$ cat src/rtl/alu_rr_arbiter.sv
// alu_rr_arbiter
//   Shares one 16-bit combinational ALU among NUM_REQ requesters. A round-robin
//   grant picks one request and registers its operands and opcode. Those registers
//   drive the ALU. The registered result is returned with a valid/ready handshake.
//
// Ports
//   clk, rst      clock (rising edge), synchronous active-high reset
//   req_valid     per-requester request strobe
//   req_ready     one-hot accept, only in IDLE
//   req_x, req_y  16-bit operands, requester i at [16*i+:16]
//   req_op        3-bit ALU control, requester i at [3*i+:3]
//   alu_x/alu_y/alu_control  registered drive to the shared ALU
//   alu_res       combinational ALU result
//   rsp_valid/rsp_ready      result handshake
//   rsp_id, rsp_res, rsp_zero  owner, registered result, result-is-zero flag
module alu_rr_arbiter #(
  parameter int unsigned NUM_REQ = 4,
  parameter int unsigned ID_W    = 2
) (
  input  logic                 clk,
  input  logic                 rst,
  input  logic [NUM_REQ-1:0]   req_valid,
  output logic [NUM_REQ-1:0]   req_ready,
  input  logic [16*NUM_REQ-1:0] req_x,
  input  logic [16*NUM_REQ-1:0] req_y,
  input  logic [3*NUM_REQ-1:0] req_op,
  output logic [15:0]          alu_x,
  output logic [15:0]          alu_y,
  output logic [2:0]           alu_control,
  input  logic [15:0]          alu_res,
  output logic                 rsp_valid,
  input  logic                 rsp_ready,
  output logic [ID_W-1:0]      rsp_id,
  output logic [15:0]          rsp_res,
  output logic                 rsp_zero
);

  typedef enum logic [1:0] {StIdle, StExec, StResp} state_e;

  state_e          state_q, state_d;
  logic [ID_W-1:0] rr_ptr_q;
  logic [15:0]     x_q, y_q;
  logic [2:0]      op_q;
  logic [ID_W-1:0] id_q;
  logic [15:0]     rsp_res_q;
  logic            rsp_zero_q;
  logic [ID_W-1:0] rsp_id_q;

  logic            found;
  logic [ID_W-1:0] winner;
  logic [ID_W-1:0] scan_idx;
  logic [ID_W-1:0] ptr_nxt;
  logic [15:0]     sel_x, sel_y;
  logic [2:0]      sel_op;
  logic            grant;

  // Scan rr_ptr, rr_ptr+1, ... (mod NUM_REQ) and take the first valid requester.
  always_comb begin
    found    = 1'b0;
    winner   = '0;
    scan_idx = '0;
    for (int unsigned k = 0; k < NUM_REQ; k++) begin
      scan_idx = ID_W'((32'(rr_ptr_q) + k) % NUM_REQ);
      if (!found && req_valid[scan_idx]) begin
        found  = 1'b1;
        winner = scan_idx;
      end
    end
  end

  // Operand mux with constant slices so no variable part-selects are needed.
  always_comb begin
    sel_x  = '0;
    sel_y  = '0;
    sel_op = '0;
    for (int i = 0; i < NUM_REQ; i++) begin
      if (winner == ID_W'(i)) begin
        sel_x  = req_x[16*i +: 16];
        sel_y  = req_y[16*i +: 16];
        sel_op = req_op[3*i +: 3];
      end
    end
  end

  always_comb begin
    if (winner == ID_W'(NUM_REQ - 1)) begin
      ptr_nxt = '0;
    end else begin
      ptr_nxt = winner + ID_W'(1);
    end
  end

  assign grant = (state_q == StIdle) && found;

  always_comb begin
    req_ready = '0;
    if (grant) begin
      req_ready[winner] = 1'b1;
    end
  end

  always_comb begin
    state_d = state_q;
    unique case (state_q)
      StIdle: if (found) state_d = StExec;
      StExec: state_d = StResp;
      StResp: if (rsp_ready) state_d = StIdle;
      default: state_d = StIdle;
    endcase
  end

  always_ff @(posedge clk) begin
    if (rst) begin
      state_q <= StIdle;
    end else begin
      state_q <= state_d;
    end
  end

  always_ff @(posedge clk) begin
    if (rst) begin
      rr_ptr_q   <= '0;
      x_q        <= '0;
      y_q        <= '0;
      op_q       <= '0;
      id_q       <= '0;
      rsp_res_q  <= '0;
      rsp_zero_q <= 1'b0;
      rsp_id_q   <= '0;
    end else begin
      if (grant) begin
        x_q      <= sel_x;
        y_q      <= sel_y;
        op_q     <= sel_op;
        id_q     <= winner;
        rr_ptr_q <= ptr_nxt;
      end
      if (state_q == StExec) begin
        rsp_res_q  <= alu_res;
        rsp_zero_q <= (alu_res == 16'h0000);
        rsp_id_q   <= id_q;
      end
    end
  end

  // ALU drive comes straight from the operand registers, so it holds between uses.
  assign alu_x       = x_q;
  assign alu_y       = y_q;
  assign alu_control = op_q;

  assign rsp_valid = (state_q == StResp);
  assign rsp_res   = rsp_res_q;
  assign rsp_zero  = rsp_zero_q;
  assign rsp_id    = rsp_id_q;

endmodule

$ cat config.mk
export PLATFORM = sky130hd
export DESIGN_NAME = alu_rr_arbiter
export DESIGN_NICKNAME = d
export VERILOG_FILES = /design/src/rtl/alu_rr_arbiter.sv
export SDC_FILE = /design/constraint.sdc
export NUM_CORES = 1
export LEC_CHECK = 0
export ABC_AREA = 1
export CAP_MARGIN = 40
export CORE_AREA = 5 5 84 86
export DETAILED_ROUTE_END_ITERATION = 8
export DIE_AREA = 0 0 89 91
export DONT_BUFFER_PORTS = 1
export PLACE_DENSITY_LB_ADDON = 0.05
export RECOVER_POWER = 25
export SYNTH_ARGS = -nofsm -noshare
export SYNTH_HDL_FRONTEND = slang
export SYNTH_SLANG_ARGS = --single-unit
$ cat constraint.sdc
create_clock -name clk -period 4.1 [get_ports clk]
set_input_delay 0.82 -clock clk [delete_from_list [all_inputs] [get_ports clk]]
set_output_delay 0.82 -clock clk [all_outputs]
set_load 0.005 [all_outputs]
## Word-level counts from Yosys, hierarchy flattened

Cells that the tools add are included.

| operators by class | value |
|---|---|
| muxes and demuxes | 35 |
| add/sub/neg operators | 4 |
| reductions and logical operators | 12 |
| equal/unequal tests | 7 |
| $lt $le $gt $ge | 6 |

Operators by type and width:

| operator | number |
|---|---|
| 16-bit two-way mux | 8 |
| 16-bit zero test | 1 |
| 2-bit by 3-bit less-than comparator with 1-bit output (second input constant) | 5 |
| 2-bit two-way mux | 7 |
| 3-bit two-way mux | 4 |
| 1-bit two-way mux | 9 |
| 1-bit binary-select mux with 2-bit select | 4 |
| 2-bit equality test (second input constant) | 3 |
| 2-bit one-hot mux with 3 select lines | 1 |
| 1-bit logical AND | 5 |
| 2-bit by 1-bit adder with 2-bit output (second input constant) | 2 |
| 2-bit adder (second input constant) | 2 |
| 2-bit by 1-bit equality test with 1-bit output (second input constant) | 2 |
| 2-bit zero test | 2 |
| 4-bit two-way mux | 1 |
| 1-bit zero test | 3 |
| 1-bit demux with 2-bit select | 1 |
| 2-bit by 1-bit >= comparator with 1-bit output (second input constant) | 1 |
| 2-bit by 1-bit inequality test with 1-bit output (second input constant) | 1 |
| 2-bit inequality test (second input constant) | 1 |
| 2-bit AND reduction | 1 |

| word-level totals | value |
|---|---|
| register bits | 60 |
| input port bits | 163 |
| output and inout bits | 59 |
| logic and storage cells | 73 |

## Depth between registers and ports, before layout

Gate-level depths: netlist of the first run.

| depth | value |
|---|---|
| depth after elaboration | 17 |
| depth in mapped cells | 22 |
| depth with buffers taken out | 20 |

## Worst setup path after synthesis of the first run

OpenSTA, ideal clock, no wires.

| timing | value |
|---|---|
| path kind | input to output |
| start | input port req_valid[3] |
| end | output port req_ready[1] |
| stages on the path | 14 |
| data arrival time | 2.447 ns |
| data required time | 3.280 ns |
| setup slack | 0.833 ns |
| cell sequence | inv_1 -> nand2_2 -> nand3_1 -> nand2_2 -> nor2_4 -> nand3_1 -> nand2_1 -> nand2_1 -> inv_1 -> ha_1 -> clkbuf_1 -> clkbuf_1 -> inv_1 -> nor2_1 |

| between the ends | value |
|---|---|
| longest elaborated chain between the ends | 17 |

Ends and longest elaborated chain:

| element | line | RTL |
|---|---|---|
| start: declaration | 22 | `input logic [NUM_REQ-1:0] req_valid,` |
| 1-bit binary-select mux with 2-bit select | 64 | `if (!found && req_valid[scan_idx]) begin` |
| 1-bit two-way mux (implied by the code) | 64 |  |
| 1-bit two-way mux | 64 |  |
| 1-bit zero test | 64 |  |
| 1-bit logical AND | 64 |  |
| 1-bit two-way mux | 64 |  |
| 1-bit zero test | 64 |  |
| 1-bit logical AND | 64 |  |
| [... 2 more ...] | n/a |  |
| 1-bit logical AND | 64 |  |
| 2-bit two-way mux (*) | 64 |  |
| via winner[0] | 50 | `logic [ID_W-1:0] winner;` |
| 2-bit by 3-bit less-than comparator with 1-bit output (implied by the code) / 2-bit by 1-bit >= comparator with 1-bit output (equally long branches) | 98 | `req_ready[winner] = 1'b1;` |
| 1-bit logical AND (implied by the code) | 98 |  |
| 1-bit two-way mux (implied by the code) | 98 |  |
| 1-bit demux with 2-bit select (*) | 98 |  |
| 4-bit two-way mux (*) | 97 | `if (grant) begin` |
| end: declaration | 23 | `output logic [NUM_REQ-1:0] req_ready,` |

The timed path passes the listed nets; every way through them passes the cells marked *. The select of a mux whose other input is x is not followed.

## Worst setup path after layout of the first run

| timing | value |
|---|---|
| start | register rr_ptr_q[0] |
| end | output port req_ready[3] |

| between the ends | value |
|---|---|
| longest elaborated chain between the ends | 17 |

Ends and longest elaborated chain:

| element | line | RTL |
|---|---|---|
| start: declaration | 41 | `logic [ID_W-1:0] rr_ptr_q;` |
| start signal: assignment | 136 | `rr_ptr_q <= ptr_nxt;` |
| parallel branches: the longest is 11 deep, another holds 2-bit by 1-bit adder with 2-bit output | n/a |  |
| 2-bit two-way mux (*) | 64 |  |
| via winner[0] | 50 |  |
| 2-bit by 3-bit less-than comparator with 1-bit output (implied by the code) / 2-bit by 1-bit >= comparator with 1-bit output (equally long branches) | 98 |  |
| 1-bit logical AND (implied by the code) | 98 |  |
| 1-bit two-way mux (implied by the code) | 98 |  |
| 1-bit demux with 2-bit select (*) | 98 |  |
| 4-bit two-way mux (*) | 97 |  |

Mark *: on every way through the listed nets, which the timed path passes. The select of a mux whose other input is x is not followed.

==> results of run 1 <==
-- cells by family after synthesis --
| group | Yosys count |
|---|---|
| flip-flops | 60 |
| buffers and inverters | 70 |
| adder cells (fa/ha/maj) | 4 |
| AO/OA/AOI/OAI | 143 |
| AND/OR/NAND/NOR | 331 |
-- synth_stat cells --
library cell  count  area, µm²
nand2_1         218        818
nor2_1           92        345
o21ai_0          88        440
dfxtp_1          60       1200
a21oi_1          53        265
inv_1            27        101
clkbuf_1         21       78.8
buf_2             9       45.0
buf_6             6       67.6
nand3_1           6       30.0
ha_1              4       50.1
nand2_2           4       25.0
nand4_1           4       25.0
inv_2             3       11.3
buf_1             2       7.51
clkinv_1          2       7.51
nand3_2           2       20.0
nor4_1            2       12.5
a211oi_1          1       7.51
nand2_4           1       11.3
nor2_2            1       6.26
nor2_4            1       11.3
o21ai_1           1       5.00
-- layout by cell type (no fill, tap or decap), drive strengths merged --
master / n
nand2: 223
nor2: 94
o21ai: 89
dfxtp: 60
a21oi: 53
inv: 32
buf: 10
clkbuf: 9
nand3: 8
clkinv: 5
nand4: 4
ha: 4
nor4: 2
clkinvlp: 2
a211oi: 1
-- layer usage --
metal,wire length [µm],track usage
met5,0,0
met4,190,0.0732
met3,1280,0.0977
met2,5280,0.431
met1,4050,0.289
-- power by group through the flow --
stage	sequential [W]	clock, W	combinational [W]
3_3_place_gp	0.00100	0	0.00282
3_5_place_dp	0.00100	0	0.00289
4_1_cts	0.000992	0.000478	0.00291
2_1_floorplan	0.000929	0	0.00244
6_report	0.000986	0.000470	0.00291
5_1_grt	0.00101	0.000511	0.00341
-- through the flow --
step / util / std cells / total power, W / hold slack, ps
after global routing: 0.603 / 673 / 0.00493 / 502
final: 0.603 / 673 / 0.00436 / 454
after CTS: 0.603 / 673 / 0.00438 / 458
after floorplan: - / 608 / 0.00337 / 430
after global placement: 0.575 / 657 / 0.00382 / 448
after detailed placement: 0.575 / 657 / 0.00389 / 447
-- layout make-up --
class                   instances  area share
clock inverters                 7      0.0137
well taps                      77      0.0257
clock buffers                   9      0.0331
multi-input cells             478       0.554
flip-flops and latches         60       0.321
inverters                      32      0.0321
repair buffers                 10      0.0201
-- sequential cells by signal, indices dropped and copies added (netlist names) --
signal	cells
state_q	2
rsp_id	2
rsp_zero	1
alu_y	16
rr_ptr_q	2
alu_control	3
id_q	2
rsp_res	16
alu_x	16
-- critical path: cells and delay by family, from the launching register on --
| kind | cells | cell delay (ps) |
|---|---|---|
| and+or+nand+nor | 7 | 740 |
| DFF | 1 | 580 |
| buffers and inverters | 3 | 610 |
| AOI/OAI and AO/OA | 1 | 130 |
| adders and majority gates | 1 | 210 |
-- path summary, 6_finish.rpt --
check / slack [ps] / cells after the start / end
setup / recovery: 670 / 12 / req_ready[3]
hold / removal: 450 / 2 / rsp_id[1]
setup reg to reg: 1020 / 21 / alu_y[4]
hold reg to reg: 450 / 2 / rsp_id[1]
==> reports/results.ini, run 1 <==
[status]
status = complete, no violations

[drt]
route.detailed.drc = 0
drt-initial-drc-count = 145
dr.pass1.iters = 5
num_vias = 3692
detail_route.wl_per_cell_um = 16.1
viasPerCell = 5.49
postRouteAntennaNets = 0
drt_wl_total_mm = 10.8

[sta]
timing.fmax_mhz = 292
drv_slew = 0
worst_pin_slew_ps = 806
finalSetupViolations = 0
fin_ws_ps = 671
rsz0062_at_grt = false
fin_setup_tns_ps = 0
slew_headroom = 0.462
period_share = 0.836
layout_min_cycle_time_ps = 3430
hold_viol_final = 0
worst_clock_skew_ps = 9.48

[synthesis]
syn_nets = 775
synth_fa_ha_area_frac = 0.0139
post_synth_num_cell_types = 23
ys.warnings.count = 0
synth_area_um2 = 3590
syn-instance-count = 608
seq_area_frac_synth = 0.334
synth_seq_cells = 60
synth_simple_gate_area_frac = 0.363
synth_xor_xnor_area_share = 0
synth_top_family_by_area = simple AND/OR/NAND/NOR gates
avgSynthCellArea_um2 = 5.91
synth_compound_area_frac = 0.200
synth_mux_area_frac = 0

[pwr]
p_switching_w = 0.00233
power.clock.fraction = 0.108
p_int_w = 0.00204
power.leakage_nw = 1.90
p_sw_frac = 0.533
p_seq_frac = 0.226
power.density_nw_per_um2 = 1170
vdd_drop_max_mv = 0.615
p_comb_frac = 0.666

[floorplan]
die_w_um = 89
initial_core_util = 0.579
dieArea_um2 = 8100
core_area_um2 = 6200
die_y_um = 91
rows = 29
io_pins = 222

[layout]
fillers = 624
regArea_um2 = 1200
diodes = 0
design_area_um2 = 3740
nets = 758
drive_above_1_share = 0.0671
area_growth_syn_to_layout_pct = 4.18
multi_input_area_um2 = 2080

[global_routing]
antenna_found_initial = 0
grt_start_max_net_pins = 39
grt_pass1_wl_mm = 16.2
first_global_vias = 3298
globalRouteOverflowTotal = 0
grt_usage = 0.252

[place]
io_buffers = 0
place.gp.congestion = 0.884
pre_cts_slack_ps = 934
dp_hpwl_mm = 8.16
place_area_um2 = 3570

[hold_path]
hold_path_class = reg2reg
hp-start = id_q[1]

[clock_tree]
clock-root-buffer = clkbuf_8
cts_resized = 0
cts_sinks = 60
holdBufCountCts = 0
tritoncts = yes
numCtsBuffers = 9
cts.clk_slew.worst_paths_ps = 60
post_cts_buffers = 0
worstSkewPairLatency_ps = 340
htreeDepth = 3
cts_buffer_depth = 2

[critical_path]
criticalPathCategory = reg2out
start_kind = flip-flop
endpoint_kind = primary output
worstPathRequired_ps = 3280
crit_arrival_ps = 2610
crit_fanout = 36
worstSetupStartpoint = rr_ptr_q[0]
slowest_delay_ps = 580
crit_chain = inv_2 -> nand2_1 -> nand2_2 -> nand2_1 -> nand2_1 -> a21oi_1 -> nand2_1 -> nand2_1 -> inv_1 -> ha_1 -> inv_2 -> nor2_1
critPathSlowestCell = dfxtp_1
regToRegStartpoint = rr_ptr_q[0]
cpMostUsedCell = nand2_1

[job]
max-cap-violations = 0

No activity file was read; power rests on OpenSTA's default activity.
==> inputs of run 2 (changes only) <==
--- a/config.mk
+++ b/config.mk
@@ -7,9 +7,9 @@
 export LEC_CHECK = 0
 export ABC_AREA = 1
 export CAP_MARGIN = 40
-export CORE_AREA = 5 5 84 86
+export CORE_MARGIN = 5
+export CORE_UTILIZATION = 58
 export DETAILED_ROUTE_END_ITERATION = 8
-export DIE_AREA = 0 0 89 91
 export DONT_BUFFER_PORTS = 1
 export PLACE_DENSITY_LB_ADDON = 0.05
 export RECOVER_POWER = 25
==> constraint.sdc (replaced) <==
create_clock -name clk -period 3.1 [get_ports clk]
set_input_delay 0.62 -clock clk [delete_from_list [all_inputs] [get_ports clk]]
set_output_delay 0.62 -clock clk [all_outputs]
set_load 0.005 [all_outputs]
==> reports/results.ini, run 2 (same netlist as run 1, synthesis figures left out) <==
[layout]
area_growth_syn_to_layout_pct = 7.45
nets = 760  ; +0.26%
drive_above_1_share = 0.0736  ; +0.00646
final_common_cell = nand2_1
fillers = 583  ; -6.6%
design_area_um2 = 3860  ; +3.1%
multi_input_area_um2 = 2090  ; +0.60%
diodes = 0  ; unchanged
final_cell_mix = 218 x nand2_1, 91 x nor2_1, 88 x o21ai_0
regArea_um2 = 1210  ; +0.42%

[place]
dp_hpwl_mm = 8.33  ; +2.1%
place.gp.congestion = 0.872  ; -1.3%
place_area_um2 = 3610  ; +1.1%
io_buffers = 0  ; unchanged

[floorplan]
core_area_um2 = 5960  ; -4.0%
die_y_um = 88.7  ; -2.5%
initial_core_util = 0.603  ; +0.0242
die_w_um = 88.7  ; -0.33%
rows = 28  ; -3.4%
dieArea_um2 = 7870  ; -2.8%
io_pins = 222  ; unchanged

[hold_path]
hp-start = rst
hold_path_class = in2reg

[drt]
num_vias = 3681  ; -0.30%
route.detailed.drc = 0  ; unchanged
viasPerCell = 5.47  ; -0.30%
postRouteAntennaNets = 0  ; unchanged
drt_wl_total_mm = 10.8  ; -0.31%
dr.pass1.iters = 4  ; -1
detail_route.wl_per_cell_um = 16.0  ; -0.31%
drt-initial-drc-count = 115  ; -21%

[global_routing]
grt_start_max_net_pins = 54  ; +38%
grt_usage = 0.262  ; +0.00993
grt_pass1_wl_mm = 15.8  ; -2.1%
globalRouteOverflowTotal = 0  ; unchanged
antenna_found_initial = 0  ; unchanged
first_global_vias = 3271  ; -0.82%

[status]
status = complete, no violations

[pwr]
power.leakage_nw = 1.95  ; +2.2%
p_switching_w = 0.00306  ; +31%
power.density_nw_per_um2 = 1570  ; +34%
p_seq_frac = 0.218  ; -0.008
vdd_drop_max_mv = 0.921  ; +50%
p_int_w = 0.00299  ; +46%
p_comb_frac = 0.653  ; -0.013
p_sw_frac = 0.506  ; -0.0269
power.total_w = 0.00604  ; +38%
power.clock.fraction = 0.130  ; +0.022

[clock_tree]
holdBufCountCts = 0  ; unchanged
cts_buffer_depth = 2  ; unchanged
cts.clk_slew.worst_paths_ps = 70  ; about the same
htreeDepth = 3  ; unchanged
cts_resized = 1  ; +1
worstSkewPairLatency_ps = 330  ; about the same
post_cts_buffers = 0  ; unchanged
cts_sinks = 60  ; unchanged
numCtsBuffers = 9  ; unchanged
tritoncts = yes
clock-root-buffer = clkbuf_8

[critical_path]
cpMostUsedCell = nand2_1
crit_chain = buf_4 -> nand2_1 -> nand2_2 -> nand2_2 -> nand2_1 -> nor2_4 -> nand3_1 -> nand2_1 -> nand2_1 -> inv_1 -> ha_4 -> buf_12 -> inv_1 -> nor2_1
worstSetupStartpoint = rr_ptr_q[0]
criticalPathCategory = reg2out
regToRegStartpoint = rr_ptr_q[0]
endpoint_kind = primary output
crit_arrival_ps = 2270  ; -340 ps
slowest_delay_ps = 380  ; -200 ps
start_kind = flip-flop
critPathSlowestCell = dfxtp_4
worstPathRequired_ps = 2480  ; -800 ps
crit_fanout = 22  ; -39%

[sta]
rsz0062_at_grt = false
slew_headroom = 0.492  ; +0.0300
layout_min_cycle_time_ps = 2890
drv_slew = 0  ; unchanged
finalSetupViolations = 0  ; unchanged
fin_setup_tns_ps = 0  ; unchanged
hold_viol_final = 0  ; unchanged
period_share = 0.933
worst_clock_skew_ps = 8.70  ; -0.774 ps
timing.fmax_mhz = 346
worst_pin_slew_ps = 762  ; -44.9 ps

[job]
max-cap-violations = 0  ; unchanged

[run 2: metrics by stage]
stage / worst slack [ps] / utilization / instances / hold WS (ps)
floorplan: 233 / - / 608 / 430
global placement: 384 / 0.605 / 657 / 442
detailed placement: 275 / 0.605 / 657 / 451
CTS: 3.96 / 0.643 / 673 / 328
global route: 10.9 / 0.648 / 673 / 311
finish: 208 / 0.648 / 673 / 341
[run 2: routing by layer]
metal	vias to the layer above	part of all wire	global-route usage
li1	1902	-	-
met1	1607	0.37	0.289
met2	156	0.50	0.451
met3	16	0.11	0.0996
met4	0	0.019	0.109
met5	-	0	0
[run 2: path summary, 6_finish.rpt]
path             endpoint  slack, ps  cells after the start
min reg2reg     rsp_id[0]        470                      2
min           rr_ptr_q[0]        340                      1
max reg2reg      alu_y[2]        480                     20
max          req_ready[1]        210                     14
[run 2: critical path, delay by kind of cell (launching register included)]
kind | cells | cell delay (ps)
adder cells (fa/ha/maj) | 1 | 180
buffers and inverters | 4 | 510
AND/OR/NAND/NOR | 9 | 870
flip-flops | 1 | 380
[run 2: final cells by class]
cell class / count / share of cell area
Sequential cell: 60 / 0.312
Multi-Input combinational cell: 478 / 0.541
Tap cell: 75 / 0.0243
Clock inverter: 7 / 0.0262
Clock buffer: 9 / 0.0321
Inverter: 32 / 0.0311
Timing Repair Buffer: 12 / 0.0331
[run 2: power by group through the flow]
stage	clock network [W]	logic (W)	registers, W
floorplan	0	0.00323	0.00123
global placement	0	0.00377	0.00133
detailed placement	0	0.00387	0.00133
CTS	0.000803	0.00389	0.00132
global route	0.000845	0.00467	0.00134
finish	0.000785	0.00394	0.00131
==> inputs of run 3 (changes only) <==
--- a/config.mk
+++ b/config.mk
@@ -8,7 +8,7 @@
 export ABC_AREA = 1
 export CAP_MARGIN = 40
 export CORE_MARGIN = 5
-export CORE_UTILIZATION = 58
+export CORE_UTILIZATION = 25
 export DETAILED_ROUTE_END_ITERATION = 8
 export DONT_BUFFER_PORTS = 1
 export PLACE_DENSITY_LB_ADDON = 0.05
==> reports/results.ini, run 3 (same netlist as run 1, synthesis figures left out) <==
[sta]
finalSetupViolations = 0  ; unchanged
worst_pin_slew_ps = 823  ; +61.4 ps
slew_headroom = 0.451  ; -0.0410
worst_clock_skew_ps = 9.39  ; +0.684 ps
timing.fmax_mhz = 350  ; +1.2%
layout_min_cycle_time_ps = 2860  ; -34.9 ps
drv_slew = 0  ; unchanged
rsz0062_at_grt = false
hold_viol_final = 0  ; unchanged
fin_setup_tns_ps = 0  ; unchanged
period_share = 0.922  ; -0.0112

[critical_path]
start_kind = flip-flop
reg2reg_depth = 18  ; -10%
criticalPathCategory = reg2out
worstPathRequired_ps = 2480  ; about the same
crit_arrival_ps = 2240  ; -30 ps
crit_fanout = 11  ; -50%
endpoint_kind = primary output

[global_routing]
antenna_found_initial = 2  ; +2
globalRouteOverflowTotal = 0  ; unchanged
grt_start_max_net_pins = 51  ; -5.6%
grt_util_met3 = 0.0729  ; -0.0268
gr-usage-met2 = 0.226  ; -0.226
grt_use_met1 = 0.156  ; -0.133
first_global_vias = 3509  ; +7.3%
grt_pass1_wl_mm = 18.2  ; +15%
top_usage_layer = met2
grt_usage = 0.138  ; -0.124

[clock_tree]
tritoncts = yes
worstSkewPairLatency_ps = 340  ; about the same
holdBufCountCts = 0  ; unchanged
cts.clk_slew.worst_paths_ps = 60  ; about the same
htreeDepth = 3  ; unchanged
clock-root-buffer = clkbuf_16
numCtsBuffers = 9  ; unchanged
cts_sinks = 60  ; unchanged
cts_buffer_depth = 2  ; unchanged

[floorplan]
dieArea_um2 = 16900  ; +110%
core_area_um2 = 14000  ; +130%
rows = 43  ; +54%
io_pins = 222  ; unchanged
die_y_um = 130  ; +46%
initial_core_util = 0.257  ; -0.346
die_w_um = 130  ; +46%

[drt]
postRouteAntennaNets = 0  ; unchanged
drt_wl_total_mm = 12.2  ; +13%
route.detailed.drc = 0  ; unchanged
viasPerCell = 4.69  ; -14%
detail_route.wl_per_cell_um = 15.6  ; -2.2%
num_vias = 3650  ; -0.84%
drt-initial-drc-count = 140  ; +22%
dr.pass1.iters = 4  ; unchanged

[place]
dp_hpwl_mm = 9.37  ; +12%
io_buffers = 0  ; unchanged
place.gp.congestion = 0.748  ; -14%

[layout]
diodes = 0  ; unchanged
drive_above_1_share = 0.0801  ; +0.00655
final_util = 0.289  ; -0.360
area_growth_syn_to_layout_pct = 12.3
nets = 761  ; +0.13%
fillers = 1624  ; +180%
final_cell_mix = 218 x nand2_1, 90 x nor2_1, 88 x o21ai_0
final_common_cell = nand2_1

[pwr]
power.density_nw_per_um2 = 1540  ; -1.4%
vdd_drop_max_mv = 0.441  ; -52%
power.leakage_nw = 1.98  ; +1.7%

[job]
max-cap-violations = 0  ; unchanged

[status]
status = complete, no violations

[hold_path]
holdPathStages = 1  ; unchanged
hold_path_class = in2reg

## run 3: changes by cell type in the layout (fill, tap and decap cells not counted), moves of 2 or more
cell | previous run | this run
inv_2 | 3 | 5
clkinv_2 | 0 | 2
clkbuf_16 | 0 | 9
bufinv_16 | 2 | 0
clkbuf_8 | 9 | 0
## run 3: final timing paths
kind / start / to / slack [ps]
min: rst / rr_ptr_q[0] / 340
max reg2reg: rr_ptr_q[0] / alu_y[4] / 480
max: rr_ptr_q[0] / req_ready[1] / 240
min reg2reg: id_q[0] / rsp_id[0] / 460
## run 3: through the flow
step	setup slack, ps	cell area [µm²]	instances	power [W]	hold slack, ps
finish	243	4040	779	0.00623	341
global route	10.1	4040	779	0.00712	320
CTS	80.7	4020	779	0.00634	323
detailed placement	153	3740	763	0.00538	471
global placement	223	3740	763	0.00536	466
floorplan	233	3590	608	0.00446	430
## run 3: cell type report
class	count	area, µm²	area share
clock buffers	9	225	0.0558
clock inverters	7	52.6	0.0130
inverters	32	120	0.0298
multi-input cells	478	2080	0.516
flip-flops and latches	60	1210	0.299
well taps	180	225	0.0558
repair buffers	13	126	0.0313
## run 3: worst max-delay path: stages (launching register included)
cell and delay, ps:
dfxtp_4 380, inv_2 120, nand2_1 80, nand3_1 110
nand2_2 100, nor2_4 150, nand3_1 110, nand2_1 70
nand2_1 120, inv_1 120, ha_2 210, buf_6 150
inv_1 40, nor2_1 140
## run 3: what timing repair did
| action | 4_1_cts | 5_1_grt |
|---|---|---|
| pin swaps | 0 | 0 |
| endpoints found under the setup margin | 1 | 4 |
| resized for setup | 1 | 6 |
| buffers inserted | 0 | 0 |
## run 3: report_power, final
group          leakage, nW  switching (W)  internal, W
sequential           0.498       0.000237      0.00107
combinational         1.34        0.00256      0.00144
clock                0.136       0.000383     0.000544
## run 3: routing by layer
layer	vias to the layer above	wire length, µm
met2	143	5720
met4	4	197
li1	1909	-
met1	1575	4790
met5	-	27
met3	19	1460
